## config.mk

```make
export PLATFORM = sky130hd
export DESIGN_NAME = qam16_sym_unpacker
export DESIGN_NICKNAME = d
export VERILOG_FILES = /design/src/rtl/qam16_pkg.sv /design/src/rtl/qam16_sync_fifo.sv /design/src/rtl/qam16_sym_unpacker.sv
export SDC_FILE = /design/constraint.sdc
export NUM_CORES = 1
export LEC_CHECK = 0
export ABC_CLOCK_PERIOD_IN_PS = 2900
export CAP_MARGIN = 30
export CORE_MARGIN = 2
export CORE_UTILIZATION = 35
export CTS_CLUSTER_DIAMETER = 40
export DETAILED_ROUTE_END_ITERATION = 10
export GPL_TIMING_DRIVEN = 1
export PLACE_DENSITY = 0.55
export REMOVE_ABC_BUFFERS = 1
export SYNTH_ARGS = -nofsm -noshare
export SYNTH_HDL_FRONTEND = slang
export SYNTH_SLANG_ARGS = --single-unit
export TNS_END_PERCENT = 20
```

## constraint.sdc

```tcl
create_clock -name clk -period 2.9 [get_ports clk]
set_input_delay 0.87 -clock clk [delete_from_list [all_inputs] [get_ports clk]]
set_output_delay 0.87 -clock clk [all_outputs]
set_load 0.005 [all_outputs]
```

## src/rtl/qam16_pkg.sv

```systemverilog
// qam16_pkg: constants and FSM encoding shared by the QAM16 packer and unpacker.
package qam16_pkg;

    localparam int QAM16_SYM_W   = 4;
    localparam int QAM16_DIBIT_W = 2;
    localparam int QAM16_RATIO   = QAM16_SYM_W / QAM16_DIBIT_W;

    typedef enum logic {
        ST_IDLE  = 1'b0,
        ST_SHIFT = 1'b1
    } qam16_state_e;

endpackage

```

## src/rtl/qam16_sync_fifo.sv

```systemverilog
// qam16_sync_fifo: single-clock FIFO with occupancy count; flush beats push and pop.
module qam16_sync_fifo #(
    parameter int DEPTH = 4,
    parameter int WIDTH = 4
) (
    input  logic                       clk,
    input  logic                       rst_n,
    input  logic                       flush,
    input  logic                       push,
    input  logic [WIDTH-1:0]           wdata,
    input  logic                       pop,
    output logic [WIDTH-1:0]           rdata,
    output logic [$clog2(DEPTH+1)-1:0] level
);

    localparam int AW = $clog2(DEPTH);
    localparam int LW = $clog2(DEPTH + 1);

    logic [WIDTH-1:0] mem_q [DEPTH];
    logic [AW-1:0]    wr_ptr_q, rd_ptr_q;
    logic [LW-1:0]    level_q;
    logic             wr_en, rd_en;

    // Full blocks writes even when a read happens in the same cycle.
    assign wr_en = push && !flush && (level_q != LW'(DEPTH));
    assign rd_en = pop && !flush && (level_q != '0);

    always_ff @(posedge clk or negedge rst_n) begin
        if (!rst_n) begin
            wr_ptr_q <= '0;
            rd_ptr_q <= '0;
            level_q  <= '0;
        end else if (flush) begin
            wr_ptr_q <= '0;
            rd_ptr_q <= '0;
            level_q  <= '0;
        end else begin
            if (wr_en) wr_ptr_q <= wr_ptr_q + AW'(1);
            if (rd_en) rd_ptr_q <= rd_ptr_q + AW'(1);
            if (wr_en && !rd_en) level_q <= level_q + LW'(1);
            else if (!wr_en && rd_en) level_q <= level_q - LW'(1);
        end
    end

    always_ff @(posedge clk) begin
        if (wr_en) mem_q[wr_ptr_q] <= wdata;
    end

    assign rdata = mem_q[rd_ptr_q];
    assign level = level_q;

endmodule

```

## src/rtl/qam16_sym_unpacker.sv

```systemverilog
// qam16_sym_unpacker: buffers demapped QAM16 symbol words and re-serialises them
// into dibits with valid/ready on both sides.
module qam16_sym_unpacker
    import qam16_pkg::*;
#(
    parameter int SYM_W      = QAM16_SYM_W,
    parameter int OUT_W      = QAM16_DIBIT_W,
    parameter int FIFO_DEPTH = 4,
    parameter int MSB_FIRST  = 1
) (
    input  logic                            clk,
    input  logic                            rst_n,
    input  logic                            flush,
    input  logic [SYM_W-1:0]                din,
    input  logic                            din_valid,
    output logic                            din_ready,
    output logic [OUT_W-1:0]                dout,
    output logic                            dout_valid,
    input  logic                            dout_ready,
    output logic [$clog2(FIFO_DEPTH+1)-1:0] fifo_level
);

    localparam int RATIO = SYM_W / OUT_W;
    localparam int LNW   = (RATIO > 1) ? $clog2(RATIO) : 1;
    localparam int LW    = $clog2(FIFO_DEPTH + 1);

    qam16_state_e     state_q, state_d;
    logic [SYM_W-1:0] sh_q, sh_d;
    logic [LNW-1:0]   lane_q, lane_d;
    logic [OUT_W-1:0] dout_q, dout_d;
    logic             dout_valid_q, dout_valid_d;
    logic [SYM_W-1:0] fifo_rdata;
    logic             push, pop, emit, last_lane, fifo_empty;

    function automatic logic [OUT_W-1:0] lane_sel(input logic [SYM_W-1:0] w, input logic [LNW-1:0] l);
        logic [SYM_W-1:0] msb_s;
        logic [SYM_W-1:0] lsb_s;
        msb_s = w << (l * OUT_W);
        lsb_s = w >> (l * OUT_W);
        return (MSB_FIRST != 0) ? msb_s[SYM_W-1 -: OUT_W] : lsb_s[OUT_W-1:0];
    endfunction

    assign din_ready  = rst_n && (fifo_level != LW'(FIFO_DEPTH));
    assign push       = din_valid && din_ready;
    assign fifo_empty = (fifo_level == '0);
    assign emit       = dout_valid_q && dout_ready;
    assign last_lane  = (lane_q == LNW'(RATIO - 1));
    // Reload straight from the FIFO on the last lane so streaming has no bubble.
    assign pop        = !flush && !fifo_empty && ((state_q == ST_IDLE) || (emit && last_lane));

    qam16_sync_fifo #(
        .DEPTH (FIFO_DEPTH),
        .WIDTH (SYM_W)
    ) u_fifo (
        .clk   (clk),
        .rst_n (rst_n),
        .flush (flush),
        .push  (push),
        .wdata (din),
        .pop   (pop),
        .rdata (fifo_rdata),
        .level (fifo_level)
    );

    always_comb begin
        state_d      = state_q;
        sh_d         = sh_q;
        lane_d       = lane_q;
        dout_d       = dout_q;
        dout_valid_d = dout_valid_q;
        if (flush) begin
            state_d      = ST_IDLE;
            lane_d       = '0;
            dout_d       = '0;
            dout_valid_d = 1'b0;
        end else if (pop) begin
            state_d      = ST_SHIFT;
            sh_d         = fifo_rdata;
            lane_d       = '0;
            dout_d       = lane_sel(fifo_rdata, '0);
            dout_valid_d = 1'b1;
        end else if (emit && last_lane) begin
            state_d      = ST_IDLE;
            dout_valid_d = 1'b0;
        end else if (emit) begin
            lane_d = lane_q + LNW'(1);
            dout_d = lane_sel(sh_q, lane_q + LNW'(1));
        end
    end

    always_ff @(posedge clk or negedge rst_n) begin
        if (!rst_n) begin
            state_q      <= ST_IDLE;
            sh_q         <= '0;
            lane_q       <= '0;
            dout_q       <= '0;
            dout_valid_q <= 1'b0;
        end else begin
            state_q      <= state_d;
            sh_q         <= sh_d;
            lane_q       <= lane_d;
            dout_q       <= dout_d;
            dout_valid_q <= dout_valid_d;
        end
    end

    assign dout       = dout_q;
    assign dout_valid = dout_valid_q;

endmodule

```

==> out/summary.txt <==
area share of the largest cell type after synthesis - 35.69%
Die Width - 66.02 µm
initial antenna violation count - 0
root buf cell - clkbuf_8
peak supply drop - 0.3086 mV
Placed Area - 1623 µm²
Crit path arrival time - 1.85 ns
pwr/cell area - 848.1 nW/µm²
FF-to-FF End - u_fifo.level[2]
Placer Congestion - 0.7460
slowest cell delay on critical path - 0.51 ns
antenna viol nets, final - 0
crit-path max FO - 4
DRC violations left - 0
worst-margin pin slew - 0.3286 ns
CP max stage cell - clkdlybuf4s50_1
Num CTS Buffers - 5
Site Rows - 22
kind of critical path - input port to output port
RSZ-0062 raised after global routing - no
hold path endpoint - sh_q[1]
Worst Hold Path Cells - 1
Ys Warns - 0
core area - 3689 µm²
fillers - 354
Seq/Total Area, Yosys - 59.85%
H-tree levels - 2
r2r setup slk - 0.54 ns
synthesis-to-layout area growth - 28.35%
Die Y - 66.02 µm
WL final - 2.367 mm
Clock Skews - 0.006167 ns
DR pass1 iterations - 4
Top Ports - 16
Via-to-Cell Ratio - 4.695
final worst-path cycle share - 93.79%
number of global-route vias before repair - 857
Mean Syn Cell Area - 14.17 µm²
per-cell routed wire length - 13.60 µm
worst path required time - 2.03 ns
Synth area leaders - edfxtp_1 (36%), dfrtp_1 (24%), mux4_2 (6.7%), ha_1 (3.7%), mux2_2 (3.3%)
worst r2r src - u_fifo.level[0]
#FFs+latches synth - 29
Pleak - 0.6776 nW
Final Instance Area - 1728 µm²
hold_sp - sh_q[1]
status - completed
Total Routing Usage GR - 12.84%
clock slew at reported path FFs - 0.06 ns
final setup violating endpoints - 0
total setup buffers inserted after CTS - 0
final count of hold timing violations - 0
global route overflow - 0
Max transition margin - 78.01%
Hold Crit Class - flop to flop
DR vias - 817
# nets final - 139
Initial Utilization - 36.50%
highest-count cells in the layout ignoring fill and taps - edfxtp_1 (16), clkdlybuf4s50_1 (14), dfrtp_1 (13)
Total Power - 0.001465 W
max frequency - 367.7 MHz
CTS tree - built
TNS Setup - 0 ns
Port Buffers - 15
Critical Path Source Type - input port
commonest non-fill, non-tap cell in the layout - edfxtp_1
Worst setup EP type - output port
post-synthesis cell area - 1346 µm²
worst-case reg-to-reg path depth - 8
clock sinks - 29
Worst-Skew Late Latency - 0.28 ns
Initial DRC Count - 18
Final HPWL DP - 1.800 mm
largest area contributor in the netlist - edfxtp_1
Antenna Cells - 0
first-pass GRT wire length - 3.933 mm
Post-Syn Instances - 95
layout cell share with drive strength beyond 1 - 23.81%
final worst path period need - 2.720 ns
clock tree buffer depth - 2
worst-path cell chain - dlygate4sd2_1, a21boi_1, clkdlybuf4s50_1
Die ar. - 4359 µm²
largest net degree at the start of global routing - 15
Max Slew Vio Count - 0
Post-CTS Hold Fix Bufs - 0
Max-Cap Viols - 0
Unique masters post-synth - 34
## per-stage QoR
stage	utilization [%]	cells	hold WS, ns	setup WS (ns)
2_1_floorplan	-	93	0.4799	0.3357
3_3_place_gp	44.00	166	0.5070	-0.1209
3_5_place_dp	44.00	166	0.5096	-0.1413
4_1_cts	46.85	174	0.5239	0.1606
5_1_grt	46.85	174	0.5532	0.1341
6_report	46.85	174	0.5221	0.1802
## power by group
group	total [W]	switching, W	internal (W)
Clock	0.000400	0.000147	0.000253
Sequential	0.000577	0.0000719	0.000505
Combinational	0.000488	0.000203	0.000285
Total	0.00147	0.000422	0.00104
## cell usage after synthesis
library cell	n
a211oi_1	2
a21bo_2	1
a21boi_0	1
a21o_1	1
a21oi_1	3
a21oi_2	1
a32oi_1	1
and2_1	5
buf_2	1
clkbuf_1	1
dfrtp_1	13
edfxtp_1	16
fa_1	1
ha_1	4
inv_1	4
mux2_2	4
mux2i_1	3
mux4_2	4
nand2_1	1
nand2_4	1
nand3_1	1
nand3b_1	1
nand4b_1	1
nor2_1	12
nor2_2	1
nor2b_1	2
nor3_1	1
o211ai_1	1
o21ai_0	1
or3_1	1
or3_4	1
xnor2_1	1
xor2_1	2
xor2_2	1
## routing by layer
layer	up-vias	part of all wire (%)	track usage, %
li1	400	-	-
met1	394	43	15.13
met2	18	50	20.83
met5	-	0	0
met4	0	2.1	6.122
met3	5	5.4	4.600
## registers in the layout (all words and copies together), names as in the netlist
signal / flops
u_fifo.mem_q: 16
u_fifo.level: 3
dout: 2
sh_q: 2
u_fifo.rd_ptr_q: 2
u_fifo.wr_ptr_q: 2
dout_valid: 1
lane_q: 1
## area by class of cell
class / instances / area [µm²] / share of cell area, %
repair buffers: 25 / 224.0 / 12.96
multi-input cells: 60 / 516.7 / 29.91
flip-flops and latches: 29 / 805.8 / 46.63
well taps: 48 / 60.06 / 3.476
clock inverters: 2 / 33.78 / 1.955
inverters: 4 / 15.01 / 0.8689
clock buffers: 6 / 72.57 / 4.200
## worst max path at each step
stage	start	to	slack, ns
floorplan	din_valid	u_fifo.level[2]	0.34
CTS	rst_n	din_ready	0.16
finish	rst_n	din_ready	0.18
global route	rst_n	din_ready	0.13
global placement	rst_n	din_ready	-0.12
detailed placement	rst_n	din_ready	-0.14
## critical path, delay by kind of cell
family	cells	cell delay, ns
AO/OA/AOI/OAI	1	0.19
buffers and inverters	2	0.78
## logic make-up after synthesis
family / after synthesis / synth area share, %
AO/OA/AOI/OAI: 12 / 6.320
XOR/XNOR: 4 / 3.161
adder cells (fa/ha/maj): 5 / 5.205
buffers and inverters: 6 / 1.765
flip-flops: 29 / 59.85
multiplexers: 11 / 12.27
AND/OR/NAND/NOR: 28 / 11.43
## repair_timing
action | 4_1_cts | 5_1_grt
endpoints found under the setup margin | 1 | 0
hold endpoints to repair | 0 | 0
gates resized for setup | 2 | 0
No activity file was read; power rests on OpenSTA's default activity.
